## config.mk

```make
export PLATFORM = sky130hd
export DESIGN_NAME = reg_bank
export DESIGN_NICKNAME = d
export VERILOG_FILES = /design/src/rtl/reg_bank.sv
export SDC_FILE = /design/constraint.sdc
export NUM_CORES = 1
export LEC_CHECK = 0
export ABC_AREA = 1
export BUFFER_PORTS_ARGS = -buffer_cell sky130_fd_sc_hd__buf_2
export CAP_MARGIN = 30
export CORE_MARGIN = 5
export CORE_UTILIZATION = 50
export DETAILED_ROUTE_END_ITERATION = 7
export GPL_ROUTABILITY_DRIVEN = 0
export HOLD_SLACK_MARGIN = 0.15
export PLACE_DENSITY = 0.71
export SLEW_MARGIN = 10
export SYNTH_ARGS = -nofsm -noshare
export SYNTH_HDL_FRONTEND = slang
export SYNTH_SLANG_ARGS = --single-unit
```

## constraint.sdc

```tcl
create_clock -name clk -period 2.4 [get_ports clk]
set_input_delay 0 -clock clk [delete_from_list [all_inputs] [get_ports clk]]
set_output_delay 0 -clock clk [all_outputs]
set_load 0.01 [all_outputs]
```

## src/rtl/reg_bank.sv

```systemverilog
// Parametrised register bank: one write port, two registered read ports (A, B),
// write-to-read bypass, synchronous clear and an optional hard-wired zero register.
module reg_bank #(
    parameter int WIDTH    = 16,
    parameter int DEPTH    = 8,
    parameter bit ZERO_REG = 1'b0,
    parameter int AW       = (DEPTH > 1) ? $clog2(DEPTH) : 1
) (
    input  logic             clk,
    input  logic             rst_n,
    input  logic             clr,
    input  logic             we,
    input  logic [AW-1:0]    waddr,
    input  logic [WIDTH-1:0] wdata,
    input  logic             re_a,
    input  logic [AW-1:0]    raddr_a,
    output logic [WIDTH-1:0] rdata_a,
    input  logic             re_b,
    input  logic [AW-1:0]    raddr_b,
    output logic [WIDTH-1:0] rdata_b
);

    localparam logic [AW:0] DEPTH_L = (AW+1)'(DEPTH);

    logic [WIDTH-1:0] mem_q [DEPTH];
    logic [WIDTH-1:0] mem_d [DEPTH];
    logic [WIDTH-1:0] rdata_a_q, rdata_a_d;
    logic [WIDTH-1:0] rdata_b_q, rdata_b_d;
    logic             wr_ok;

    // An address is live when it maps to a real register that is not hard-wired zero.
    function automatic logic addr_live(input logic [AW-1:0] addr);
        return ({1'b0, addr} < DEPTH_L) && !(ZERO_REG && (addr == '0));
    endfunction

    assign wr_ok = we && addr_live(waddr);

    always_comb begin
        // NOTE: every combinational output gets a default first, so no latch is inferred.
        mem_d     = mem_q;
        rdata_a_d = rdata_a_q;
        rdata_b_d = rdata_b_q;
        if (clr) begin
            for (int i = 0; i < DEPTH; i++) begin
                mem_d[i] = '0;
            end
            rdata_a_d = '0;
            rdata_b_d = '0;
        end else begin
            if (wr_ok) begin
                mem_d[waddr] = wdata;
            end
            // Reads sample mem_d, so an accepted same-edge write bypasses to the port.
            if (re_a) begin
                rdata_a_d = addr_live(raddr_a) ? mem_d[raddr_a] : '0;
            end
            if (re_b) begin
                rdata_b_d = addr_live(raddr_b) ? mem_d[raddr_b] : '0;
            end
        end
    end

    always_ff @(posedge clk or negedge rst_n) begin
        if (!rst_n) begin
            // NOTE: the storage array is reset too, since a read after reset must return 0.
            for (int i = 0; i < DEPTH; i++) begin
                mem_q[i] <= '0;
            end
            rdata_a_q <= '0;
            rdata_b_q <= '0;
        end else begin
            // NOTE: non-blocking assignments for all state so every flop sees pre-edge values.
            mem_q     <= mem_d;
            rdata_a_q <= rdata_a_d;
            rdata_b_q <= rdata_b_d;
        end
    end

    assign rdata_a = rdata_a_q;
    assign rdata_b = rdata_b_q;

endmodule

```

Word-level counts from Yosys, hierarchy flattened
Cells that the tools add are included.
Cells by class
  order comparisons: 4
  muxes and demuxes: 16
  bitwise operators: 3
  reduce and logical (&&, ||, !) cells: 3
Operators with widths (number)
  2-to-1 mux 128 bit: 3
  2-to-1 mux 16 bit: 9
  bitwise mux 128 bit: 1
  binary-select mux 16 bit (select 3 bit): 2
  demux 16 bit (select 3 bit): 1
  greater-or-equal comparator 4 bit (second input constant): 3
  inverter 3 -> 4 bit: 3
  less-than comparator 4 x 1 -> 1 bit (second input constant): 1
  nonzero test 2 bit: 2
  logical AND 1 bit: 1
Word-level totals
  flip-flop bits (word level): 160
  logic and storage cells: 36

Depth between registers and ports, before layout
Gate-level depths: netlist of the first run.
  depth after elaboration: 13
  depth in mapped cells: 10
  mapped depth without buffers: 9

Worst setup path after synthesis of the first run
Ideal clock, no wire load.
  path type: input port to flip-flop
  start: in waddr[0]
  end: reg rdata_a_q[10], in the netlist rdata_a[10]
  arrival time: 1.066 ns
  data required time: 2.334 ns
  slack: 1.268 ns
  stages on the path: 10
  buffers on the path: 1
  cells stage by stage: nand2_1 > clkinv_1 > nand2_1 > buf_2 > nand2_1 > nand3_1 > nand3_1 > nand3_1 > nand3_1 > nand2_1
Between the ends
  cells in the longest elaborated chain, start to end: 13
Ends and longest elaborated chain
  from (decl): RTL line 13  | input logic [AW-1:0] waddr,
  inverter 3 -> 4 bit (not written as such) (*): RTL line 51  | mem_d[waddr] = wdata;
  greater-or-equal comparator 4 bit (not written as such) / less-than comparator 4 x 1 -> 1 bit (equally long branches): RTL line 51
  logical AND 1 bit (not written as such): RTL line 51
  2-to-1 mux 16 bit (not written as such): RTL line 51
  demux 16 bit (select 3 bit) (*): RTL line 51
  bitwise mux 128 bit (*): RTL line 51
  2-to-1 mux 128 bit (*): RTL line 50  | if (wr_ok) begin
  2-to-1 mux 128 bit (*): RTL line 43  | if (clr) begin
  binary-select mux 16 bit (select 3 bit) (*): RTL line 55  | rdata_a_d = addr_live(raddr_a) ? mem_d[raddr_a] : '0;
  2-to-1 mux 16 bit (not written as such) (*) (2 in series): RTL line 55
  2-to-1 mux 16 bit (*): RTL line 54  | if (re_a) begin
  2-to-1 mux 16 bit (*): RTL line 43
  to (signal assigned): RTL line 74  | rdata_a_q <= rdata_a_d;
  to (decl): RTL line 27  | logic [WIDTH-1:0] rdata_a_q, rdata_a_d;
Every way passes the cells marked *; elsewhere a longest branch is shown, timed or not. The select of a mux whose other input is x is not followed.
A chain may end at the register's enable or synchronous reset.

Worst setup path in the final report of the first run
  start: in waddr[2]
  end: reg rdata_a_q[5], in the netlist rdata_a[5]
Same word-level chain as after synthesis.

==> results of run 1 <==
## synth_stat cells
cell	n	share of area, %
nor2_1	9	0.38
clkbuf_1	56	2.4
nand3_1	544	31
a21oi_1	128	7.2
clkinv_1	1	0.042
buf_2	27	1.5
nor2_2	3	0.21
buf_4	3	0.25
nand2_1	268	11
dfrtp_1	160	45
inv_2	2	0.084
clkbuf_2	6	0.34
buf_1	13	0.55
inv_1	9	0.38
## cell type report
class	count	area, sq um
Fill cell	1592	6980
Multi-Input combinational cell	952	4420
Sequential cell	160	4000
Timing Repair Buffer	137	1020
Clock buffer	21	480
Tap cell	225	282
Clock inverter	11	183
Inverter	12	45.0
## state kept, by name (all words and copies together) (netlist names)
signal and count:
rdata_b 16, rdata_a 16, mem_q 128
## layer usage
metal  up-vias  track usage [%]
met5         -                0
met4         0             15.8
met3       161             7.85
met2       760             49.4
met1      4616             43.4
li1       4410                -
## per-stage QoR
| step | utilization [%] | setup slack [ns] | std cells |
|---|---|---|---|
| 2_1_floorplan | - | 1.27 | 1229 |
| 3_5_place_dp | 54.4 | 0.686 | 1458 |
| 3_3_place_gp | 54.4 | 0.716 | 1458 |
| 6_report | 59.9 | 0.109 | 1518 |
| 4_1_cts | 59.9 | 0.115 | 1518 |
| 5_1_grt | 59.9 | 0.0362 | 1518 |
## worst max-delay path, cell delays in order
cell and delay, ns:
dlygate4sd3_1 0.57, buf_2 0.17, nor2_2 0.15, buf_4 0.28, nand2_1 0.11, buf_4 0.20, nand2_1 0.10, nand3_1 0.08
nand3_1 0.13, nand3_1 0.09, nand3_1 0.13, nand2_1 0.05, dlygate4sd3_1 0.54
## cell families (layout without fill, tap and decap cells)
group / Yosys count / count (layout) / share of synthesized area [%]
and+or+nand+nor: 824 / 824 / 42.4
DFF: 160 / 160 / 44.9
AOI/OAI and AO/OA: 128 / 128 / 7.18
buffers and inverters: 117 / 181 / 5.51
## power groups by stage
stage                     logic, mW  clock network, mW  registers, mW
after floorplan               0.591                  0           2.89
after global placement        0.994                  0           2.88
after detailed placement      0.998                  0           2.88
after CTS                      1.04               3.10           2.83
after global routing           1.15               3.21           2.84
final                          1.07               3.08           2.83
## worst max-delay path by stage
stage / to / startpoint / slack (ns) / cells after the start
floorplan: rdata_a[10]$_DFFE_PN0P_ / waddr[0] / 1.27 / 10
global placement: rdata_a[10]$_DFFE_PN0P_ / waddr[0] / 0.72 / 10
detailed placement: rdata_b[11]$_DFFE_PN0P_ / we / 0.69 / 11
CTS: rdata_a[5]$_DFFE_PN0P_ / waddr[1] / 0.11 / 12
global route: rdata_a[5]$_DFFE_PN0P_ / waddr[2] / 0.04 / 13
finish: rdata_a[5]$_DFFE_PN0P_ / waddr[2] / 0.11 / 13
## repair_timing
item | 4_1_cts | 5_1_grt
endpoints found under the hold margin | 320 | 0
hold buffers | 28 | 0
gates resized for setup | 0 | 1
setup endpoints to repair | 0 | 1
==> results.sh, run 1 <==
export IMPL_status="completed"
export IMPL_fin_crit_sh_pct=95.4
export IMPL_drt_iter0_drc=1670
export IMPL_ant_nets=0
export IMPL_max_vdd_ir_drop_mv=0.437
export IMPL_critical_path_arrival_ns=2.61
export IMPL_p_clk_share_pct=44.0
export IMPL_numPortBuffers=62
export IMPL_firstDrtPassIters=8
export IMPL_grt_setup_unrepaired="no"
export IMPL_r2r_cells=7
export IMPL_track_usage_pct=32.3
export IMPL_finalNetCount=1311
export IMPL_finalInstanceArea_sq_mm=0.0104
export IMPL_final_cell_mix="nand3_1 (544), nand2_1 (268), dfrtp_1 (160)"
export IMPL_synth_seq_cells=160
export IMPL_post_drt_via_cell_ratio=6.55
export IMPL_clk_latency_ns=0.43
export IMPL_critPathMaxFanout=19
export IMPL_totalWireLength_mm=33.2
export IMPL_final_setup_skew_ns=0.00775
export IMPL_drc=0
export IMPL_crit_path_end_kind="flop"
export IMPL_drv_slew=0
export IMPL_postCtsSetupBuffers=0
export IMPL_tns_ns=0
export IMPL_grt_first_pass_wirelength_mm=51.3
export IMPL_die_w_um=144
export IMPL_syn_area_sq_mm=0.00892
export IMPL_hp_class="in -> async"
export IMPL_path_class="in -> reg"
export IMPL_r2r_end="rdata_a[5]$_DFFE_PN0P_"
export IMPL_power_mw=6.98
export IMPL_highest_layer="met4"
export IMPL_wl_met1_mm=12.7
export IMPL_drive_gt1_share_pct=11.4
export IMPL_setup_viol=0
export IMPL_grt_max_degree=107
export IMPL_grt_pass1_vias=9395
export IMPL_cap_violations=0
export IMPL_switching_share_pct=27.3
export IMPL_cts_tree="yes"
export IMPL_clk_transition_reported_paths_ns=0.06
export IMPL_core_rowCount=48
export IMPL_yosysSeqAreaShare_pct=44.9
export IMPL_power_frac_seq_pct=40.6
export IMPL_p_int_mw=5.08
export IMPL_rr_startpoint="mem_q[101]$_DFF_PN0_"
export IMPL_place_hpwl_mm=19.4
export IMPL_synthCells=1229
export IMPL_dr_wl_met2_mm=14.6
export IMPL_syn_nets=1260
export IMPL_cp_required_ns=2.72
export IMPL_die_area_sq_mm=0.0206
export IMPL_p_per_area_mw_per_mm2=669
export IMPL_syn_to_final_growth_pct=17.1
export IMPL_tightestPinTransition_ns=0.928
export IMPL_slew_headroom_pct=38.1
export IMPL_rrSetupSlack_ns=0.80
export IMPL_whs_ns=0.148
export IMPL_finalHoldViolCount=0
export IMPL_ys_types=14
export IMPL_fmax_mhz=437
export IMPL_antenna_cells=0
export IMPL_cts_sinks=160
export IMPL_yosysWarningCount=0
export IMPL_h_tree_depth=4
export IMPL_die_y_um=144
export IMPL_syn_avg_cell_area_sq_um=7.26
export IMPL_io_pins=63
export IMPL_start_util_pct=51.2
export IMPL_p_sw_mw=1.91
export IMPL_antenna_found_initial=0
export IMPL_cts_buffers=17
export IMPL_timing_final_crit_period_ns=2.29
export IMPL_wl_met3_mm=4.21
export IMPL_placed_area_sq_mm=0.00947
export IMPL_combinationalPowerShare_pct=15.4
export IMPL_core_sq_mm=0.0174
export IMPL_root_buffer="clkbuf_16"
export IMPL_grt_overflow=0
export IMPL_p_leak_nw=5.06
export IMPL_dr_total_vias=9947
export IMPL_clockBufferDepth=2
export IMPL_wire_per_inst_um=21.9
export IMPL_crit_path_start_kind="primary input"
export IMPL_final_common_cell="nand3_1"
(Power assumes the default switching activity.)
==> run 2: changes to the inputs <==
==> constraint.sdc (replaced) <==
create_clock -name clk -period 2.8 [get_ports clk]
set_input_delay 0 -clock clk [delete_from_list [all_inputs] [get_ports clk]]
set_output_delay 0 -clock clk [all_outputs]
set_load 0.01 [all_outputs]
==> results.sh, run 2 (same netlist as run 1, synthesis figures left out) <==
export IMPL_tightestPinTransition_ns=0.851
export IMPL_hold_start="waddr[2]"
export IMPL_largest_register="mem_q"
export IMPL_tns_ns=0
export IMPL_root_buffer="clkbuf_16"
export IMPL_numPortBuffers=62
export IMPL_antenna_found_initial=0
export IMPL_combinationalPowerShare_pct=16.2
export IMPL_syn_to_final_growth_pct=15.3
export IMPL_critPathMaxFanout=21
export IMPL_p_sw_mw=1.66
export IMPL_grt_first_pass_wirelength_mm=51.5
export IMPL_hp_class="in -> reg"
export IMPL_die_area_sq_mm=0.0206
export IMPL_max_vdd_ir_drop_mv=0.473
export IMPL_wire_per_inst_um=21.6
export IMPL_cts_sinks=160
export IMPL_p_clk_share_pct=40.5
export IMPL_hold_depth=5
export IMPL_grt_setup_unrepaired="no"
export IMPL_p_per_area_mw_per_mm2=545
export IMPL_die_y_um=144
export IMPL_regArea_sq_mm=0.00400
export IMPL_rr_startpoint="mem_q[98]$_DFF_PN0_"
export IMPL_firstDrtPassIters=7
export IMPL_clockBufferDepth=2
export IMPL_nFillCells=1652
export IMPL_cts_tree="yes"
export IMPL_fin_crit_sh_pct=92.3
export IMPL_cp_required_ns=3.13
export IMPL_clk_transition_reported_paths_ns=0.07
export IMPL_slew_headroom_pct=43.3
export IMPL_core_rowCount=48
export IMPL_finalHoldViolCount=0
export IMPL_fmax_mhz=387
export IMPL_grt_pass1_vias=9288
export IMPL_ant_nets=0
export IMPL_r2r_cells=7
export IMPL_hold_end="mem_q[109]$_DFF_PN0_"
export IMPL_timing_final_crit_period_ns=2.59
export IMPL_h_tree_depth=4
export IMPL_setup_viol=0
export IMPL_final_setup_skew_ns=0.0142
export IMPL_crit_path_start_kind="primary input"
export IMPL_drive_gt1_share_pct=11.0
export IMPL_largest_register_ffs=128
export IMPL_core_sq_mm=0.0174
export IMPL_postCtsSetupBuffers=0
export IMPL_cts_buffers=17
export IMPL_final_cell_mix="nand3_1 (544), nand2_1 (265), dfrtp_1 (160)"
export IMPL_whs_ns=0.212
export IMPL_crit_path_end_kind="flop"
export IMPL_finalInstanceArea_sq_mm=0.0103
export IMPL_p_leak_nw=4.96
export IMPL_placed_area_sq_mm=0.00937
export IMPL_start_util_pct=51.2
export IMPL_drv_slew=0
export IMPL_finalNetCount=1305
export IMPL_p_int_mw=3.94
export IMPL_post_drt_via_cell_ratio=6.46
export IMPL_io_pins=63
export IMPL_die_w_um=144
export IMPL_drt_iter0_drc=1549
export IMPL_dr_total_vias=9767
export IMPL_rrSetupSlack_ns=1.18
export IMPL_grt_max_degree=76
export IMPL_place_hpwl_mm=19.4
export IMPL_clk_latency_ns=0.45
export IMPL_track_usage_pct=32.3
export IMPL_status="completed"
export IMPL_totalWireLength_mm=32.6
export IMPL_critical_path_arrival_ns=2.92
export IMPL_multi_input_area_sq_mm=0.00443
export IMPL_power_frac_seq_pct=43.3
export IMPL_antenna_cells=0
export IMPL_grt_overflow=0
export IMPL_final_common_cell="nand3_1"
export IMPL_switching_share_pct=29.6
export IMPL_r2r_end="rdata_b[2]$_DFFE_PN0P_"
export IMPL_cap_violations=0
export IMPL_drc=0
export IMPL_path_class="in -> reg"
[run 2: cell types whose count changed in the layout (fill, tap and decap cells not counted), moves of 2 or more]
cell / before / now
clkinv_2: 5 / 3
nand2_2: 0 / 3
clkbuf_8: 4 / 2
clkinvlp_4: 1 / 6
buf_12: 4 / 1
bufinv_16: 5 / 1
buf_4: 43 / 38
nand2_1: 268 / 265
inv_6: 0 / 2
dlygate4sd3_1: 27 / 29
[run 2: per-stage QoR]
step                      utilization, %  power [mW]  setup slack [ns]  instances
after floorplan                        -        2.98              1.67       1229
after global placement              53.8        3.31             0.730       1449
after detailed placement            53.8        3.31             0.691       1449
after CTS                           58.9        5.60             0.118       1511
after global routing                59.0        5.81            0.0808       1512
final                               59.0        5.61             0.214       1512
[run 2: cell type report]
class / count / area share (%)
clock buffers: 20 / 4.44
well taps: 225 / 2.74
clock inverters: 12 / 1.06
inverters: 12 / 0.475
multi-input cells: 952 / 43.1
repair buffers: 131 / 9.24
flip-flops and latches: 160 / 39.0
[run 2: critical path, cell delays in order]
cell and delay [ns]:
dlygate4sd3_1 0.56, buf_2 0.16, inv_1 0.07, nor2_2 0.10, buf_4 0.30, nand2_1 0.31, buf_4 0.30, nand2_1 0.10
nand3_1 0.07, nand3_1 0.10, nand3_1 0.10, nand3_1 0.13, nand2_1 0.05, dlygate4sd3_1 0.56
[run 2: worst max path at each step]
stage             start                       to  slack (ns)  cells past startpoint
2_1_floorplan  waddr[0]  rdata_a[10]$_DFFE_PN0P_        1.67                     10
3_3_place_gp   waddr[0]  rdata_b[13]$_DFFE_PN0P_        0.73                      9
3_5_place_dp   waddr[0]   rdata_b[9]$_DFFE_PN0P_        0.69                     11
4_1_cts        waddr[0]   rdata_b[2]$_DFFE_PN0P_        0.12                     13
5_1_grt        waddr[1]   rdata_b[2]$_DFFE_PN0P_        0.08                     14
6_report       waddr[1]   rdata_b[2]$_DFFE_PN0P_        0.21                     14
[run 2: power groups by stage]
stage | Clock [mW] | Sequential, mW | Combinational (mW)
3_3_place_gp | 0 | 2.47 | 0.841
5_1_grt | 2.39 | 2.43 | 0.983
2_1_floorplan | 0 | 2.48 | 0.506
4_1_cts | 2.29 | 2.43 | 0.885
3_5_place_dp | 0 | 2.47 | 0.846
6_report | 2.27 | 2.43 | 0.908
[run 2: per-layer routing]
metal / wire length (um) / GRT usage (%) / vias up
li1: - / - / 4403
met1: 12700 / 42.4 / 4529
met2: 14600 / 50.5 / 688
met3: 3650 / 8.15 / 147
met4: 1590 / 14.9 / 0
met5: 0 / 0 / -
[run 2: timing repair]
action                                  4_1_cts  5_1_grt
hold buffers                                 30        0
hold endpoints to repair                    320        0
resized for setup                             0        4
endpoints found under the setup margin        0        1
==> run 3: changes to the inputs <==
--- a/config.mk
+++ b/config.mk
@@ -8,11 +8,12 @@
 export ABC_AREA = 1
 export BUFFER_PORTS_ARGS = -buffer_cell sky130_fd_sc_hd__buf_2
 export CAP_MARGIN = 30
+export CORE_ASPECT_RATIO = 0.8
 export CORE_MARGIN = 5
 export CORE_UTILIZATION = 50
+export CTS_CLUSTER_DIAMETER = 60
 export DETAILED_ROUTE_END_ITERATION = 7
 export GPL_ROUTABILITY_DRIVEN = 0
-export HOLD_SLACK_MARGIN = 0.15
 export PLACE_DENSITY = 0.71
 export SLEW_MARGIN = 10
 export SYNTH_ARGS = -nofsm -noshare
==> results.sh, run 3 (same netlist as run 1, synthesis figures left out) <==
export IMPL_clockBufferDepth=2
export IMPL_start_util_pct=51.2
export IMPL_antenna_found_initial=0
export IMPL_grt_pass1_vias=9054
export IMPL_grt_overflow=0
export IMPL_grt_use_met3_pct=9.70
export IMPL_path_class="in -> reg"
export IMPL_ant_nets=0
export IMPL_tns_ns=0
export IMPL_critPathMaxFanout=7
export IMPL_dr_total_vias=9854
export IMPL_root_buffer="clkbuf_16"
export IMPL_grt_max_degree=85
export IMPL_crit_slowest_cell="nand2_1"
export IMPL_worst_path_stages=11
export IMPL_final_setup_skew_ns=0.0100
export IMPL_track_usage_pct=32.1
export IMPL_hp_class="in -> async"
export IMPL_max_vdd_ir_drop_mv=0.337
export IMPL_wire_per_inst_um=22.3
export IMPL_clk_transition_reported_paths_ns=0.06
export IMPL_core_rowCount=43
export IMPL_cap_violations=0
export IMPL_h_tree_depth=4
export IMPL_r2r_cells=6
export IMPL_tightestPinTransition_ns=1.00
export IMPL_grt_setup_unrepaired="no"
export IMPL_fmax_mhz=667
export IMPL_crit_family="simple AND/OR/NAND/NOR gates"
export IMPL_grt_first_pass_wirelength_mm=51.9
export IMPL_final_common_cell="nand3_1"
export IMPL_use_met1_pct=46.6
export IMPL_die_y_um=129
export IMPL_antenna_cells=0
export IMPL_core_sq_mm=0.0174
export IMPL_cts_buffers=17
export IMPL_cts_tree="yes"
export IMPL_totalWireLength_mm=33.3
export IMPL_setup_viol=0
export IMPL_p_leak_nw=4.91
export IMPL_drc=9
export IMPL_largest_register="mem_q"
export IMPL_fin_crit_sh_pct=53.6
export IMPL_post_drt_via_cell_ratio=6.58
export IMPL_final_cell_mix="nand3_1 (544), nand2_1 (268), dfrtp_1 (160)"
export IMPL_p_per_area_mw_per_mm2=553
export IMPL_cts_sinks=160
export IMPL_crit_path_start_kind="primary input"
export IMPL_cp_required_ns=3.12
export IMPL_crit_path_frequent_cell="nand3_1"
export IMPL_largest_register_ffs=128
export IMPL_numPortBuffers=62
export IMPL_finalNetCount=1294
export IMPL_clk_latency_ns=0.44
export IMPL_drv_slew=0
export IMPL_worstPathBufferInverterCount=3
export IMPL_finalHoldViolCount=0
export IMPL_timing_final_crit_period_ns=1.50
export IMPL_slew_headroom_pct=33.2
export IMPL_use_met2_pct=45.6
export IMPL_rr_startpoint="mem_q[101]$_DFF_PN0_"
export IMPL_io_pins=63
export IMPL_place_hpwl_mm=19.3
export IMPL_critical_path_arrival_ns=1.82
export IMPL_path_cells="buf_2 -> inv_1 -> nor2_2 -> nand2_1 -> buf_4 -> nand2_1 -> nand3_1 -> nand3_1 -> nand3_1 -> nand3_1 -> nand2_1"
export IMPL_cp_startpoint="waddr[1]"
export IMPL_die_w_um=159
export IMPL_crit_path_end_kind="flop"
export IMPL_firstDrtPassIters=8
export IMPL_violations="design-rule violations"
export IMPL_max_stage_delay_ns=0.34
export IMPL_drive_gt1_share_pct=10.5
export IMPL_drt_iter0_drc=1509
export IMPL_syn_to_final_growth_pct=13.7
export IMPL_final_util_pct=58.2
export IMPL_status="finished, violations left"
export IMPL_die_area_sq_mm=0.0206
export IMPL_top_usage_layer="met1"
[run 3: path summary, 6_finish.rpt]
kind | end | slack [ns]
worst max-delay path | rdata_b[5]$_DFFE_PN0P_ | 1.30
worst min-delay path | mem_q[51]$_DFF_PN0_ | 0.03
worst max register to register | rdata_b[5]$_DFFE_PN0P_ | 1.62
worst min register to register | rdata_b[0]$_DFFE_PN0P_ | 0.48
max in group asynchronous | mem_q[23]$_DFF_PN0_ | 1.96
min in group clk | rdata_b[3]$_DFFE_PN0P_ | 0.07
[run 3: worst register-to-register path, stage by stage (launching register included)]
cell	delay (ns)
dfrtp_1	0.37
nand2_1	0.12
nand3_1	0.08
nand3_1	0.12
nand3_1	0.09
nand3_1	0.22
nand2_1	0.08
[run 3: timing repair]
item | 4_1_cts | 5_1_grt
hold endpoints to repair | 283 | 0
setup buffers | 0 | 0
resized for setup | 0 | 0
hold buffers | 17 | 0
[run 3: cell type report]
| class | count | area [sq um] |
|---|---|---|
| clock buffers | 22 | 464 |
| fillers | 1653 | 7290 |
| inverters | 12 | 45.0 |
| well taps | 225 | 282 |
| multi-input cells | 952 | 4420 |
| clock inverters | 7 | 87.6 |
| flip-flops and latches | 160 | 4000 |
| repair buffers | 120 | 835 |
[run 3: power breakdown]
part           total (mW)  internal, mW  switching (mW)  leakage, nW
combinational       0.902         0.275           0.627         2.44
sequential           2.43          2.39          0.0425         2.20
clock                2.27          1.34           0.937        0.271
[run 3: per-layer routing]
layer,vias to the layer above,share of wire (%)
met3,97,15
met1,4644,41
li1,4357,-
met2,756,41
met4,0,3.2
met5,-,0
[run 3: per-stage QoR]
step                power (mW)  worst slack, ns  hold WS (ns)  cells  area (sq um)
floorplan                 2.98             1.67        -0.296   1229          8920
global placement          3.32             1.01       -0.0834   1452          9420
detailed placement        3.32            0.965       -0.0853   1452          9420
CTS                       5.59             1.40        0.0233   1498         10100
global route              5.79             1.27        0.0564   1498         10100
finish                    5.61             1.30        0.0255   1498         10100
